`config.mk`:
```
export PLATFORM = sky130hd
export DESIGN_NAME = onfi_wb_regs
export DESIGN_NICKNAME = d
export VERILOG_FILES = /design/src/rtl/onfi_regs_pkg.sv /design/src/rtl/onfi_wb_regs.sv
export SDC_FILE = /design/constraint.sdc
export NUM_CORES = 1
export LEC_CHECK = 0
export CAP_MARGIN = 20
export CORE_MARGIN = 4
export CORE_UTILIZATION = 35
export CTS_CLUSTER_SIZE = 8
export DETAILED_ROUTE_END_ITERATION = 10
export HOLD_SLACK_MARGIN = 0.02
export PLACE_DENSITY_LB_ADDON = 0.08
export SYNTH_ARGS = -nofsm -noshare
export SYNTH_HDL_FRONTEND = slang
export SYNTH_SLANG_ARGS = --single-unit
```
`constraint.sdc`:
```
create_clock -name mm_clk_i -period 2.05 [get_ports mm_clk_i]
set_input_delay 0.41 -clock mm_clk_i [delete_from_list [all_inputs] [get_ports mm_clk_i]]
set_output_delay 0.41 -clock mm_clk_i [all_outputs]
set_load 0.02 [all_outputs]
```
`src/rtl/onfi_regs_pkg.sv`:
```
// Shared definitions for the ONFI register bank: register offsets, STATUS layout and FSM encodings.
package onfi_regs_pkg;

  localparam logic [1:0] REG_STATUS = 2'd0;
  localparam logic [1:0] REG_CTRL   = 2'd1;
  localparam logic [1:0] REG_ADDR   = 2'd2;
  localparam logic [1:0] REG_CMD    = 2'd3;

  localparam int STAT_BUSY    = 0;
  localparam int STAT_DONE    = 1;
  localparam int STAT_TIMEOUT = 2;

  localparam logic [15:0] VERSION_DEFAULT = 16'h0001;

  typedef enum logic {
    BUS_IDLE,
    BUS_RESP
  } bus_state_t;

  typedef enum logic [1:0] {
    CMD_IDLE,
    CMD_LAUNCH,
    CMD_WAIT
  } cmd_state_t;

  function automatic logic [31:0] status_word(input logic [15:0] version,
                                              input logic timeout,
                                              input logic done,
                                              input logic busy);
    logic [31:0] w;
    w = '0;
    w[31:16]        = version;
    w[STAT_TIMEOUT] = timeout;
    w[STAT_DONE]    = done;
    w[STAT_BUSY]    = busy;
    return w;
  endfunction

endpackage

```
`src/rtl/onfi_wb_regs.sv`:
```
// Wishbone classic register slave for the ONFI controller: CTRL/ADDR/CMD registers,
// command launch handshake to the engine and a watchdog on the outstanding operation.
module onfi_wb_regs
  import onfi_regs_pkg::*;
#(
  parameter int          MM_DATA_W   = 32,
  parameter int          MM_ADDR_W   = 8,
  parameter int          TIMEOUT_CYC = 1024,
  parameter logic [15:0] VERSION     = VERSION_DEFAULT
) (
  input  logic                 mm_clk_i,
  input  logic                 mm_rst_n_i,
  input  logic                 mm_cyc_i,
  input  logic                 mm_stb_i,
  input  logic                 mm_we_i,
  input  logic [MM_ADDR_W-1:0] mm_addr_i,
  input  logic [MM_DATA_W-1:0] mm_dat_i,
  output logic [MM_DATA_W-1:0] mm_dat_o,
  output logic                 mm_ack_o,
  output logic                 mm_err_o,
  output logic [31:0]          ctrl_o,
  output logic                 cmd_valid_o,
  input  logic                 cmd_ready_i,
  output logic [31:0]          cmd_o,
  output logic [31:0]          cmd_addr_o,
  input  logic                 op_done_i
);

  localparam int             CNT_W    = (TIMEOUT_CYC > 2) ? $clog2(TIMEOUT_CYC) : 1;
  localparam logic [CNT_W-1:0] CNT_LAST = CNT_W'(TIMEOUT_CYC - 1);

  bus_state_t           bus_state_reg;
  cmd_state_t           cmd_state_reg;
  logic [31:0]          ctrl_reg, addr_reg, cmd_reg;
  logic [MM_DATA_W-1:0] dat_reg;
  logic                 ack_reg, err_reg, cmd_valid_reg;
  logic                 done_reg, timeout_reg;
  logic [CNT_W-1:0]     cnt_reg;

  logic                 busy, addr_ok, take, reject, wr_ok, launch, status_rd;
  logic [1:0]           reg_sel;
  logic [MM_DATA_W-1:0] rd_data;

  assign busy    = (cmd_state_reg != CMD_IDLE);
  assign addr_ok = (mm_addr_i[MM_ADDR_W-1:4] == '0) && (mm_addr_i[1:0] == 2'b00);
  assign reg_sel = mm_addr_i[3:2];
  assign take    = (bus_state_reg == BUS_IDLE) && mm_cyc_i && mm_stb_i;
  assign reject  = !addr_ok ||
                   (mm_we_i && ((reg_sel == REG_STATUS) || ((reg_sel == REG_CMD) && busy)));
  assign wr_ok     = take && mm_we_i && !reject;
  assign launch    = wr_ok && (reg_sel == REG_CMD);
  assign status_rd = take && !mm_we_i && !reject && (reg_sel == REG_STATUS);

  always_comb begin
    rd_data = '0;
    case (reg_sel)
      REG_STATUS: rd_data = status_word(VERSION, timeout_reg, done_reg, busy);
      REG_CTRL:   rd_data = ctrl_reg;
      REG_ADDR:   rd_data = addr_reg;
      REG_CMD:    rd_data = cmd_reg;
      default:    rd_data = '0;
    endcase
  end

  // Bus FSM: one response cycle per accepted strobe, then a mandatory idle cycle.
  always_ff @(posedge mm_clk_i or negedge mm_rst_n_i) begin
    if (!mm_rst_n_i) begin
      bus_state_reg <= BUS_IDLE;
      ack_reg       <= 1'b0;
      err_reg       <= 1'b0;
      dat_reg       <= '0;
      ctrl_reg      <= '0;
      addr_reg      <= '0;
      cmd_reg       <= '0;
    end else begin
      case (bus_state_reg)
        BUS_IDLE: begin
          if (take) begin
            bus_state_reg <= BUS_RESP;
            ack_reg       <= !reject;
            err_reg       <= reject;
            dat_reg       <= (reject || mm_we_i) ? '0 : rd_data;
          end
          if (wr_ok) begin
            case (reg_sel)
              REG_CTRL: ctrl_reg <= mm_dat_i;
              REG_ADDR: addr_reg <= mm_dat_i;
              REG_CMD:  cmd_reg  <= mm_dat_i;
              default:  ;
            endcase
          end
        end
        default: begin
          bus_state_reg <= BUS_IDLE;
          ack_reg       <= 1'b0;
          err_reg       <= 1'b0;
          dat_reg       <= '0;
        end
      endcase
    end
  end

  // Command FSM; later assignments deliberately override the STATUS-read clear.
  always_ff @(posedge mm_clk_i or negedge mm_rst_n_i) begin
    if (!mm_rst_n_i) begin
      cmd_state_reg <= CMD_IDLE;
      cmd_valid_reg <= 1'b0;
      done_reg      <= 1'b0;
      timeout_reg   <= 1'b0;
      cnt_reg       <= '0;
    end else begin
      if (status_rd) begin
        done_reg    <= 1'b0;
        timeout_reg <= 1'b0;
      end
      case (cmd_state_reg)
        CMD_IDLE: begin
          if (launch) begin
            cmd_state_reg <= CMD_LAUNCH;
            cmd_valid_reg <= 1'b1;
            cnt_reg       <= '0;
            done_reg      <= 1'b0;
            timeout_reg   <= 1'b0;
          end
        end
        CMD_LAUNCH, CMD_WAIT: begin
          cnt_reg <= cnt_reg + CNT_W'(1);
          if ((cmd_state_reg == CMD_WAIT) && op_done_i) begin
            cmd_state_reg <= CMD_IDLE;
            done_reg      <= 1'b1;
          end else if (cnt_reg == CNT_LAST) begin
            cmd_state_reg <= CMD_IDLE;
            cmd_valid_reg <= 1'b0;
            timeout_reg   <= 1'b1;
          end else if ((cmd_state_reg == CMD_LAUNCH) && cmd_ready_i) begin
            cmd_state_reg <= CMD_WAIT;
            cmd_valid_reg <= 1'b0;
          end
        end
        default: begin
          cmd_state_reg <= CMD_IDLE;
          cmd_valid_reg <= 1'b0;
        end
      endcase
    end
  end

  assign mm_dat_o    = dat_reg;
  assign mm_ack_o    = ack_reg;
  assign mm_err_o    = err_reg;
  assign ctrl_o      = ctrl_reg;
  assign cmd_valid_o = cmd_valid_reg;
  assign cmd_o       = cmd_reg;
  assign cmd_addr_o  = addr_reg;

endmodule

```
### Word-level counts from Yosys, hierarchy flattened

Index checks and enable logic that the tools add are counted.

* register bits after elaboration: 146
* logic and storage cells: 88

* muxes and demuxes: 31
* bitwise gates (word level): 1
* add/sub/neg operators: 1
* reduce and logical (&&, ||, !) cells: 33
* equality and inequality tests: 10

Operators with widths (count)
* $pmux 32 s4: 1
* $mux 32: 3
* $pmux 10 s2: 1
* $mux 1: 17
* $logic_and 1x1->1: 13
* $reduce_and 3->1: 4
* $add 10x1->10 const B: 1
* $eq 10x10->1 const B: 1
* $mux 10: 1
* $mux 2: 4
* $eq 2x2->1 const B: 3
* $logic_not 2->1: 3
* $pmux 1 s2: 3
* $reduce_bool 2->1: 3
* $eq 2x1->1 const B: 2
* $logic_not 4->1: 1
* $ne 2x2->1 const B: 2
* $ne 4x4->1 const B: 1
* $pmux 2 s2: 1
* $reduce_and 2->1: 2
* $logic_not 1->1: 3
* $logic_or 1x1->1: 3
* $ne 3x3->1 const B: 1
* $reduce_or 2->1: 1
* $not 1->1: 1

### Longest topological paths before layout

Gate-level depths: netlist of run 1.

* depth after elaboration: 12
* depth in mapped cells: 9

### Worst setup path after synthesis of run 1

Ideal clock, no wire load.

* kind: in2reg
* from: input mm_addr_i[7]
* to: register cnt_reg[2]
* library setup time: 0.126 ns
* setup slack: 0.005 ns
* required time: 1.924 ns
* data arrival time: 1.919 ns
* stages: 4
* cell sequence: or4_4 nor4_4 mux2i_2 a221o_1

* longest elaborated chain between the ends: 9

Ends and longest elaborated chain
* start: declaration: RTL line onfi_wb_regs.sv:16 `input logic [MM_ADDR_W-1:0] mm_addr_i,`
* $logic_not 4->1: RTL line onfi_wb_regs.sv:45 `assign addr_ok = (mm_addr_i[MM_ADDR_W-1:4] == '0) && (mm_addr_i[1:0] == 2'b00);`
* $logic_and 1x1->1: RTL line onfi_wb_regs.sv:45
* $logic_not 1->1: RTL line onfi_wb_regs.sv:48 `assign reject = !addr_ok ||`
* $logic_or 1x1->1: RTL line onfi_wb_regs.sv:48
* $logic_not 1->1: RTL line onfi_wb_regs.sv:50 `assign wr_ok = take && mm_we_i && !reject;`
* $logic_and 1x1->1: RTL line onfi_wb_regs.sv:50
* $logic_and 1x1->1: RTL line onfi_wb_regs.sv:51 `assign launch = wr_ok && (reg_sel == REG_CMD);`
* $ne 2x2->1 (no source line)
* $reduce_and 2->1 (no source line)
* end signal: assignment: RTL line onfi_wb_regs.sv:127 `cnt_reg <= cnt_reg + CNT_W'(1);`
* end: declaration: RTL line onfi_wb_regs.sv:38 `logic [CNT_W-1:0] cnt_reg;`

Every way passes these cells.
A chain may end at the register's enable or synchronous reset.

### Final worst setup path of run 1

* from: input mm_addr_i[4]
* to: register ctrl_reg[19] (netlist: ctrl_o[19])

* longest elaborated chain between the ends: 7

Ends and longest elaborated chain
* $logic_not 4->1: RTL line onfi_wb_regs.sv:45
* $logic_and 1x1->1: RTL line onfi_wb_regs.sv:45
* $logic_not 1->1: RTL line onfi_wb_regs.sv:48
* $logic_or 1x1->1: RTL line onfi_wb_regs.sv:48
* $logic_not 1->1: RTL line onfi_wb_regs.sv:50
* $logic_and 1x1->1: RTL line onfi_wb_regs.sv:50
* $reduce_and 3->1 (no source line)
* end signal: assignment: RTL line onfi_wb_regs.sv:86 `REG_CTRL: ctrl_reg <= mm_dat_i;`
* end: declaration: RTL line onfi_wb_regs.sv:34 `logic [31:0] ctrl_reg, addr_reg, cmd_reg;`

Every way passes these cells.

==> results.py, run 1 <==
metrics = {
    "yosys": {
        "syn_inst": 576,
        "synth_cell_type_count": 48,
        "synthArstFlopShare": 1.00,
        "yosys_warnings": 0,
        "synth-seq-cells": 146,
        "netlist_area_um2": 6560,
        "seq_area_frac_synth": 0.557,
        "synthFlopType": "dfrtp_1",
        "postSynthAreaPerCell_um2": 11.4,
        "synth-edff-count": 0,
        "syn-num-nets": 629,
    },
    "layout": {
        "layout_common_cells": "clkdlybuf4s50_1 (171), dfrtp_1 (146), nand2_1 (137)",
        "nNetsFinal": 835,
        "multiInputGateArea_um2": 2800,
        "instances_no_fill": 1023,
        "diodes": 0,
        "synthToLayoutAreaGrowth_pct": 46.3,
        "seq_area_um2": 3650,
        "fill_cells": 1599,
        "layout_commonest_cell": "clkdlybuf4s50_1",
        "drive_gt1_frac": 0.236,
    },
    "power_and_ir_drop": {
        "power.density_nw_per_um2": 802,
        "peakVddDrop_uv": 594,
        "p_total_mw": 7.69,
        "leakagePower_nw": 4.39,
    },
    "timing": {
        "setup_viol": 0,
        "hold-worst-slack_ps": 484,
        "relSlewSlack": 0.370,
        "worst_slew_pin_slew_ps": 942,
        "fin_crit_ps": 1980,
        "layout_setup_ws_ps": 69.6,
        "finalCritPeriodShare": 0.966,
        "drv_slew": 0,
        "fmax_mhz": 505,
        "rsz0062_at_grt": "false",
        "skew_ps": 15.8,
        "hold_viol": 0,
    },
    "routing": {
        "drt-total-wl_um": 20000,
        "drt-vias-per-instance": 5.18,
        "drtIter0Drc": 264,
        "wl_per_cell_um": 19.5,
        "num_vias": 5300,
        "drc": 0,
        "drtAntennaViolNets": 0,
        "dr.pass1.iters": 4,
    },
    "floorplan": {
        "ios": 178,
        "fp.dieH_um": 145,
        "die_area_um2": 21000,
        "start_util": 0.360,
        "num_rows": 49,
        "die_x_um": 145,
        "coreArea_um2": 18200,
    },
    "critical_path": {
        "endpoint_kind": "register",
        "timing.rr.end": "timeout_reg",
        "start_kind": "primary input",
        "critical_path_arrival_ps": 2280,
        "r2r_setup_slack_ps": 150,
        "cp-startpoint": "mm_addr_i[4]",
        "r2r-start": "cmd_state_reg[0]",
        "crit_fanout": 18,
        "crit_path_end": "ctrl_o[19]",
        "crit_type": "primary input to register",
        "cp_data_required_time_ps": 2350,
        "r2r_cells": 5,
    },
    "status": {
        "status": "finished, final reports clean",
    },
    "grt": {
        "grt_util_all_layers": 0.191,
        "grt_pass1_vias": 5370,
        "grt_overflow": 0,
        "antenna_found_initial": 0,
        "grt_pass1_wl_um": 30400,
        "grt_max_degree": 59,
    },
    "clock_tree": {
        "root_buffer": "clkbuf_16",
        "clk_pin_slew_ps": 60,
        "cts_tree": "built",
        "cts_inserted_buffers": 17,
        "insertion_delay_ps": 420,
        "clock_path_buffers": 2,
        "h-tree-depth": 4,
        "post_cts_buffers": 0,
        "clock_sinks": 146,
    },
    "placed_design": {
        "place_ws_ps": -435,
        "dp_cells": 991,
        "port_buffers": 177,
        "gp_congestion": 0.783,
        "hpwl_um": 13900,
    },
    "job": {
        "cap_violations": 0,
    },
    "min_path": {
        "hold_path_class": "register to register",
    },
}
## Yosys cell counts (4+ instances only)
cell type  number  area, um2
clkbuf_1       19       71.3
nand3_1         7       35.0
buf_1           7       26.3
mux2_2         93       1050
nand2_1       137        514
a31oi_1         4       25.0
buf_2           8       40.0
a221o_1         7       70.1
ha_1            6       75.1
o21ai_0        33        165
a22oi_1        30        225
a22o_1          5       43.8
dfrtp_1       146       3650
inv_1           7       26.3
nor2_1         10       37.5
## critical path: stages
cell and delay, ps:
clkdlybuf4s50_1 430, nor4_2 270, buf_4 170, nand3_2 110, buf_4 180, nor2_4 160, buf_12 190, mux2_2 350
## power breakdown
part	internal [mW]	total [mW]	leakage (nW)	switching (mW)
registers	3.01	3.16	2.02	0.144
clock network	1.81	3.03	0.274	1.22
logic	0.697	1.51	2.10	0.808
## metal layers
| metal | wire length (um) | up-vias | track usage |
|---|---|---|---|
| met4 | 295 | 0 | 0.0584 |
| met5 | 0 | - | 0 |
| met1 | 8760 | 2667 | 0.248 |
| li1 | - | 2457 | - |
| met2 | 9700 | 156 | 0.307 |
| met3 | 1240 | 20 | 0.0578 |
## cell families after synthesis
kind of cell,Yosys count,share of synthesized area
AND/OR/NAND/NOR,186,0.130
flip-flops,146,0.557
multiplexers,99,0.173
AO/OA/AOI/OAI,96,0.101
buffers and inverters,42,0.0258
adder cells (fa/ha/maj),6,0.0114
XOR/XNOR,1,0.00134
## cell type report
type | count | share of cell area
Clock buffer | 18 | 0.0458
Tap cell | 229 | 0.0299
Inverter | 7 | 0.00274
Multi-Input combinational cell | 388 | 0.292
Clock inverter | 13 | 0.0142
Sequential cell | 146 | 0.381
Timing Repair Buffer | 222 | 0.234
## through the flow
| stage | TNS, ps | utilization | area, um2 |
|---|---|---|---|
| 2_1_floorplan | 0 | - | 6560 |
| 3_3_place_gp | -45790 | 0.493 | 8970 |
| 3_5_place_dp | -46310 | 0.493 | 8970 |
| 4_1_cts | 0 | 0.525 | 9570 |
| 5_1_grt | 0 | 0.527 | 9590 |
| 6_report | 0 | 0.527 | 9590 |
## worst min-delay path by stage
| stage | from | endpoint | slack, ps | cells past startpoint |
|---|---|---|---|---|
| 2_1_floorplan | mm_rst_n_i | bus_state_reg | 110 | 0 |
| 3_3_place_gp | mm_rst_n_i | cnt_reg[6] | 430 | 1 |
| 4_1_cts | mm_dat_o[22] | mm_dat_o[22] | 490 | 2 |
| 6_report | mm_dat_o[22] | mm_dat_o[22] | 480 | 2 |
| 5_1_grt | mm_dat_o[14] | mm_dat_o[14] | 510 | 2 |
| 3_5_place_dp | mm_rst_n_i | cnt_reg[6] | 440 | 1 |
## what timing repair did
item / in CTS / in global routing
endpoints found under the setup margin: 19 / 30
endpoints found under the hold margin: 53 / 0
gates resized for setup: 2 / 6
pin swaps: 1 / 3
hold buffers: 1 / 0
(Power assumes the default switching activity.)
==> run 2: changes to the inputs <==
==> constraint.sdc (replaced) <==
create_clock -name mm_clk_i -period 2.05 [get_ports mm_clk_i]
set_input_delay 0.41 -clock mm_clk_i [delete_from_list [all_inputs] [get_ports mm_clk_i]]
set_output_delay 0.41 -clock mm_clk_i [all_outputs]
set_load 0.1 [all_outputs]
==> run 2 against run 1 <==
Against the previous run:
- clock skew decreased by 4.8 ps
- setup slack improved by 32 ps
- largest cell class unchanged
- count of clock-buffer cells in the layout decreased by 1
- critical endpoint is now cnt_reg[2]
- first-iteration DRC count decreased by 8.3%
- worst hold slack got worse by 5.3 ps
- highest routed layer unchanged
- wire length increased by 1.5%
- maximum frequency increased by 1.6%
==> results.py, run 2 (synthesis gave the netlist of run 1 again) <==
metrics = {
    "status": {
        "status": "finished, final reports clean",
    },
    "power_and_ir_drop": {
        "p_total_mw": 8.04,
        "peakVddDrop_uv": 560,
        "leakagePower_nw": 4.70,
        "power.density_nw_per_um2": 860,
    },
    "grt": {
        "grt_util_all_layers": 0.196,
        "grt_max_degree": 47,
        "grt_overflow": 0,
        "grt_pass1_vias": 5521,
        "antenna_found_initial": 0,
        "grt_pass1_wl_um": 31500,
    },
    "routing": {
        "drc": 0,
        "wl_per_cell_um": 19.8,
        "drt-total-wl_um": 20300,
        "drtAntennaViolNets": 0,
        "drt-vias-per-instance": 5.15,
        "num_vias": 5276,
        "dr.pass1.iters": 5,
        "drtIter0Drc": 242,
    },
    "layout": {
        "synthToLayoutAreaGrowth_pct": 42.6,
        "multiInputGateArea_um2": 2790,
        "drive_gt1_frac": 0.401,
        "layout_commonest_cell": "buf_4",
        "diodes": 0,
        "instances_no_fill": 1025,
        "seq_area_um2": 3650,
        "layout_common_cells": "buf_4 (162), dfrtp_1 (146), nand2_1 (137)",
        "nNetsFinal": 836,
        "fill_cells": 1628,
    },
    "placed_design": {
        "dp_cells": 986,
        "hpwl_um": 13800,
        "gp_congestion": 0.785,
        "port_buffers": 177,
    },
    "critical_path": {
        "start_kind": "primary input",
        "r2r_cells": 5,
        "critical_path_arrival_ps": 2240,
        "crit_family": "simple AND/OR/NAND/NOR gates",
        "crit_fanout": 7,
        "endpoint_kind": "register",
        "path_buf_inv": 1,
        "cpPeakStageDelay_ps": 520,
        "crit_type": "primary input to register",
        "path_cells": "clkdlybuf4s50_1 -> or4_4 -> nor4_4 -> mux2i_2 -> a221o_1",
        "r2r_setup_slack_ps": 120,
        "cp.depth": 5,
        "critical-path-slowest-cell": "or4_4",
        "cp_data_required_time_ps": 2350,
    },
    "floorplan": {
        "start_util": 0.360,
        "coreArea_um2": 18200,
        "ios": 178,
        "die_x_um": 145,
        "fp.dieH_um": 145,
        "num_rows": 49,
        "die_area_um2": 21000,
    },
    "timing": {
        "skew_ps": 11.0,
        "rsz0062_at_grt": "false",
        "hold_viol": 0,
        "fin_crit_ps": 1950,
        "fmax_mhz": 513,
        "drv_slew": 0,
        "setup_viol": 0,
        "worst_slew_pin_slew_ps": 975,
        "finalCritPeriodShare": 0.950,
        "relSlewSlack": 0.349,
    },
    "clock_tree": {
        "cts_tree": "built",
        "clk_pin_slew_ps": 60,
        "root_buffer": "clkbuf_16",
        "clock_sinks": 146,
        "insertion_delay_ps": 420,
        "cts_inserted_buffers": 17,
        "clock_path_buffers": 2,
        "h-tree-depth": 4,
    },
    "min_path": {
        "hold_path_class": "primary input to asynchronous set/reset pin",
    },
    "job": {
        "cap_violations": 0,
    },
}
## run 2: layout make-up
type | instances | share of cell area
Clock buffer | 17 | 0.0455
Clock inverter | 15 | 0.0207
Inverter | 7 | 0.00281
Multi-Input combinational cell | 388 | 0.299
Sequential cell | 146 | 0.391
Tap cell | 229 | 0.0306
Timing Repair Buffer | 223 | 0.211
## run 2: metal layers
metal	vias to the layer above	GRT usage	wire length, um
met2	154	0.319	9840
li1	2465	-	-
met1	2640	0.258	8960
met5	-	0	0
met3	17	0.0555	1250
met4	0	0.0550	227
## run 2: final timing paths
check	start	to
hold reg to reg	mm_dat_o[26]	mm_dat_o[26]
setup reg to reg	cmd_state_reg[1]	timeout_reg
setup / recovery	mm_addr_i[1]	cnt_reg[2]
max in group asynchronous	mm_rst_n_i	ctrl_o[10]
min in group mm_clk_i	mm_dat_o[26]	mm_dat_o[26]
hold / removal	mm_rst_n_i	cnt_reg[6]
## run 2: what timing repair did
action                                 4_1_cts  5_1_grt
buffers inserted                             3        1
gates resized for setup                      7        1
setup endpoints to repair                   64       27
hold buffers                                 1        0
cloned                                       2        0
endpoints found under the hold margin       36        0
pin swaps                                    3        1
## run 2: stage by stage
stage          setup WS (ps)   util  TNS (ps)  area (um2)  hold WS [ps]
6_report                 102  0.514         0        9350           478
5_1_grt                 9.98  0.514         0        9350           510
4_1_cts                 54.6  0.513         0        9340           486
3_5_place_dp            -647  0.472    -63120        8590           365
3_3_place_gp            -646  0.472    -63110        8590           362
2_1_floorplan           4.99      -         0        6560           114
## run 2: where the power goes
group	internal (mW)	switching, mW	leakage [nW]
Combinational	0.656	0.952	2.38
Sequential	3.01	0.151	2.02
Clock	1.95	1.32	0.299
Total	5.62	2.42	4.70
==> run 3: changes to the inputs <==
--- a/config.mk
+++ b/config.mk
@@ -10,6 +10,7 @@
 export CORE_UTILIZATION = 35
 export CTS_CLUSTER_SIZE = 8
 export DETAILED_ROUTE_END_ITERATION = 10
+export GPL_ROUTABILITY_DRIVEN = 0
 export HOLD_SLACK_MARGIN = 0.02
 export PLACE_DENSITY_LB_ADDON = 0.08
 export SYNTH_ARGS = -nofsm -noshare
==> results of run 3 <==
Same layout as run 2: the final DEF is identical, and so are final timing and power.
